File: src/rtl/pipe_stage_reg.sv
// Valid/ready pipeline stage: main output register plus optional skid entry.
// Skid entry and registered o_ready are enabled by defining PIPE_STAGE_SKID_EN.
//
// state    | meaning
// ST_EMPTY | no entry held, o_valid low
// ST_ONE   | main register holds the oldest entry, skid empty
// ST_TWO   | main and skid both hold entries, o_ready low (skid build only)
module pipe_stage_reg #(
  parameter int DATA_W         = 32,
  parameter bit CLEAR_ON_FLUSH = 1'b1
) (
  input  logic              i_clk,
  input  logic              i_reset,
  input  logic              i_flush,
  input  logic              i_valid,
  output logic              o_ready,
  input  logic [DATA_W-1:0] i_data,
  output logic              o_valid,
  input  logic              i_ready,
  output logic [DATA_W-1:0] o_data,
  output logic              o_flushed,
  output logic [1:0]        o_count
);

  typedef enum logic [1:0] {
    ST_EMPTY = 2'd0,
    ST_ONE   = 2'd1,
    ST_TWO   = 2'd2
  } state_t;

  state_t            state_q, state_d;
  logic [DATA_W-1:0] main_q, main_d;
  logic              flushed_q;
  logic              ready;
  logic              accept;
  logic              emit;

`ifdef PIPE_STAGE_SKID_EN
  logic [DATA_W-1:0] skid_q, skid_d;
  logic              ready_q;

  // Ready is a flop so i_ready never reaches o_ready combinationally.
  assign ready = ready_q;
`else
  assign ready = (state_q == ST_EMPTY) || i_ready;
`endif

  assign o_valid   = (state_q != ST_EMPTY);
  assign o_data    = main_q;
  assign o_ready   = ready;
  assign o_flushed = flushed_q;
  assign o_count   = {state_q == ST_TWO, state_q == ST_ONE};

  assign accept = i_valid && ready;
  assign emit   = o_valid && i_ready;

  always_comb begin
    state_d = state_q;
    main_d  = main_q;
`ifdef PIPE_STAGE_SKID_EN
    skid_d  = skid_q;
`endif
    if (i_flush) begin
      state_d = ST_EMPTY;
      if (CLEAR_ON_FLUSH) begin
        main_d = '0;
`ifdef PIPE_STAGE_SKID_EN
        skid_d = '0;
`endif
      end
    end else begin
      case (state_q)
        ST_EMPTY: begin
          if (accept) begin
            main_d  = i_data;
            state_d = ST_ONE;
          end
        end
        ST_ONE: begin
          if (accept && emit) begin
            main_d = i_data;
          end else if (emit) begin
            state_d = ST_EMPTY;
`ifdef PIPE_STAGE_SKID_EN
          end else if (accept) begin
            skid_d  = i_data;
            state_d = ST_TWO;
`endif
          end
        end
`ifdef PIPE_STAGE_SKID_EN
        ST_TWO: begin
          if (emit) begin
            main_d  = skid_q;
            state_d = ST_ONE;
          end
        end
`endif
        default: state_d = ST_EMPTY;
      endcase
    end
  end

  always_ff @(posedge i_clk or negedge i_reset) begin
    if (!i_reset) begin
      state_q   <= ST_EMPTY;
      main_q    <= '0;
      flushed_q <= 1'b0;
    end else begin
      state_q   <= state_d;
      main_q    <= main_d;
      flushed_q <= i_flush;
    end
  end

`ifdef PIPE_STAGE_SKID_EN
  always_ff @(posedge i_clk or negedge i_reset) begin
    if (!i_reset) begin
      skid_q  <= '0;
      ready_q <= 1'b1;
    end else begin
      skid_q  <= skid_d;
      ready_q <= (state_d != ST_TWO);
    end
  end
`endif

endmodule

File: config.mk
export PLATFORM = sky130hd
export DESIGN_NAME = pipe_stage_reg
export DESIGN_NICKNAME = d
export VERILOG_FILES = /design/src/rtl/pipe_stage_reg.sv
export SDC_FILE = /design/constraint.sdc
export NUM_CORES = 1
export LEC_CHECK = 0
export ABC_CLOCK_PERIOD_IN_PS = 1400
export CAP_MARGIN = 15
export CORE_ASPECT_RATIO = 0.9
export CORE_MARGIN = 3
export CORE_UTILIZATION = 40
export CTS_BUF_LIST = sky130_fd_sc_hd__clkbuf_8 sky130_fd_sc_hd__clkbuf_16
export CTS_CLUSTER_DIAMETER = 60
export DETAILED_ROUTE_END_ITERATION = 10
export GPL_ROUTABILITY_DRIVEN = 0
export GPL_TIMING_DRIVEN = 0
export PLACE_DENSITY = 0.74
export SYNTH_ARGS = -nofsm -noshare
export SYNTH_HDL_FRONTEND = slang
export SYNTH_SLANG_ARGS = --single-unit
export TNS_END_PERCENT = 100
File: constraint.sdc
create_clock -name i_clk -period 1.4 [get_ports i_clk]
set_input_delay 0.14 -clock i_clk [delete_from_list [all_inputs] [get_ports i_clk]]
set_output_delay 0.14 -clock i_clk [all_outputs]
set_load 0.01 [all_outputs]
==> impl_metrics.json <==
{
  "maxSlewViolCount": 0,
  "cts.sinks": 34,
  "hold_ws_ns": 0.2695,
  "diodes": 0,
  "pre_cts_ws_ns": -0.3966,
  "yosysMostFrequentCell": "dfrtp_1",
  "crit_type": "register to primary output",
  "setup_tns_ns": 0,
  "whs_path_depth": 3,
  "insertion_delay_ns": 0.28,
  "start_util_pct": 43.09,
  "drive_above_1_share_pct": 24.03,
  "grt_usage_pct": 19.41,
  "hold_violations": 0,
  "period_minus_slack_ns": 1.337,
  "min_from": "i_valid",
  "die_w_um": 73.76,
  "num_io_pins": 74,
  "synth_top_area_cell": "dfrtp_1",
  "h-tree-depth": 2,
  "hold_end": "o_data[10]$_DFFE_PN0P_",
  "cts_root_buffer": "clkbuf_8",
  "core_area_sq_um": 3836,
  "worst-r2r-cell-count": 5,
  "layout_setup_ws_ns": 0.06267,
  "dr.pass1.iters": 4,
  "worstPathArrival_ns": 1.20,
  "yosys.area_share.xor_xnor_pct": 0,
  "cap_violations": 0,
  "p_leak_nw": 1.083,
  "skew_ns": 0.005409,
  "postSynthAreaPerCell_sq_um": 10.73,
  "synth_top_family_by_area": "compound AO/OA/AOI/OAI gates",
  "rows": 21,
  "ir_drop_uv": 592.8,
  "postLayoutCoreUtil_pct": 65.69,
  "synth-edff-count": 0,
  "ant_nets": 0,
  "synth_adder_area_share_pct": 0,
  "r2r_start": "state_q[0]$_DFFE_PN0P_",
  "synthFlopType": "dfrtp_1",
  "antenna_found_initial": 0,
  "instances_no_fill": 279,
  "synth.distinct_cells": 14,
  "worstSetupEndpointType": "primary output",
  "crit_path_start_kind": "register",
  "synth-compound-area-share_pct": 30.73,
  "die_h_um": 66.98,
  "path_max_fanout": 2,
  "dieArea_sq_um": 4940,
  "async_flop_share_pct": 100.0,
  "syn_nets": 191,
  "grt_pass1_wl_mm": 7.251,
  "synth_simple_gate_area_share_pct": 10.52,
  "fmax_ghz": 0.7478,
  "grt_max_degree": 35,
  "drt_iter0_drc": 80,
  "rrSetupSlack_ns": 0.12,
  "slowest_stage": "clkdlybuf4s50_1",
  "yosysSeqAreaShare_pct": 51.48,
  "cp_num_buf_inv": 1,
  "clock_path_buffers": 2,
  "slew-limit-headroom_pct": 49.58,
  "critPathRequiredTime_ns": 1.26,
  "rsz0062_at_grt": "false",
  "post_dp_cell_area_sq_um": 2416,
  "areaGrowthSynthToFinish_pct": 52.46,
  "post-cts-setup-buffers": 0,
  "placed_cells": 271,
  "clk_pin_slew_ns": 0.07,
  "fin_crit_sh_pct": 95.52,
  "fillers": 305,
  "cpLargestDelayFamily": "buffers and inverters",
  "post-route-drc-count": 0,
  "finalWirelength_mm": 4.458,
  "vias": 1447,
  "synth_top_area_share_pct": 51.48,
  "grt_pass1_vias": 1507,
  "finalNetCount": 269,
  "holdCritPathClass": "primary input to register",
  "yosys_warnings": 0,
  "power_density_nw_per_um2": 952.3,
  "worst_slew_pin_slew_ns": 0.7563,
  "grt.overflow.total": 0,
  "critPathMaxStageDelay_ns": 0.56,
  "yosys-top-cells-area": "dfrtp_1, a21bo_2, nand3_1, a21oi_1, a21bo_1",
  "synth_common_cells": "dfrtp_1, nand3_1, a21oi_1",
  "via_per_inst": 5.186,
  "cts_tree": "built",
  "finalPower_mw": 2.400,
  "netlist_area_sq_um": 1653,
  "setup_violations": 0,
  "status": "finished, final reports clean",
  "muxShareOfSynthArea_pct": 0,
  "design_area_sq_um": 2520,
  "hpwl_mm": 3.324,
  "syn-instance-count": 154,
  "cts_buffers": 5,
  "cp_cell_sequence": "clkdlybuf4s50_1",
  "wire_per_inst_um": 15.98,
  "io_buffers": 71,
  "ys_ff_latch": 34,
  "rr_endpoint": "o_data[21]$_DFFE_PN0P_"
}
-- cell type report --
cell class,instances,area [sq um],area share (%)
Buffer,19,107.6,4.270
Tap cell,46,57.56,2.284
Sequential cell,34,850.8,33.76
Timing Repair Buffer,72,708.2,28.10
Multi-Input combinational cell,99,685.7,27.21
Clock buffer,5,68.82,2.731
Clock inverter,3,37.54,1.490
Inverter,1,3.754,0.1490
-- state kept, by name (all words and copies together) (netlist names) --
signal and count:
state_q 1, o_flushed 1, o_data 32
-- timing repair --
item | 4_1_cts | 5_1_grt
resized for setup | 4 | 1
hold buffers | 1 | 0
pin swaps | 0 | 0
cloned | 0 | 0
endpoints found under the hold margin | 34 | 0
endpoints found under the setup margin | 3 | 1
-- power breakdown --
part,leakage [nW],internal (mW),switching [mW],total (mW)
combinational,0.569,0.275,0.204,0.480
sequential,0.453,1.04,0.0292,1.07
clock,0.0607,0.518,0.337,0.854
total,1.08,1.83,0.570,2.40
-- layer usage --
| metal | track usage [%] | wire, um | vias to the layer above |
|---|---|---|---|
| met5 | 0 | 0 | - |
| li1 | - | - | 698 |
| met4 | 4.751 | 8 | 0 |
| met3 | 5.882 | 307 | 2 |
| met1 | 25.10 | 1939 | 700 |
| met2 | 31.64 | 2203 | 47 |
-- layout by cell type (no fill, tap or decap) --
master and n:
bufinv_16 1, a21oi_1 27, nand2b_4 1, conb_1 1
buf_2 11, a21bo_2 26, dlygate4sd2_1 2, buf_4 2
inv_1 3, a21bo_1 6, buf_6 2, clkbuf_1 4
dfrtp_1 34, clkdlybuf4s50_1 67, nand3_1 32, clkbuf_8 5
a21oi_2 6, clkbuf_2 2, dlygate4sd3_1 1
-- worst max-delay path by stage --
stage | from | endpoint | slack (ns) | cells after the start
after CTS | state_q[0]$_DFFE_PN0P_ | o_ready | 0.0007 | 3
final | o_data[13]$_DFFE_PN0P_ | o_data[13] | 0.06 | 1
after floorplan | state_q[0]$_DFFE_PN0P_ | o_data[4]$_DFFE_PN0P_ | 0.27 | 5
after detailed placement | i_ready | o_ready | -0.40 | 5
after global placement | i_reset | o_data[31]$_DFFE_PN0P_ | -0.50 | 1
after global routing | o_data[8]$_DFFE_PN0P_ | o_data[8] | 0.006 | 1
-- cell families (layout without fill, tap and decap cells) --
kind of cell | count (synthesis) | after routing
AOI/OAI and AO/OA | 65 | 65
buffers and inverters | 21 | 100
DFF | 34 | 34
other | 1 | 1
and+or+nand+nor | 33 | 33
Note: power is estimated with default switching activity, not from simulation.
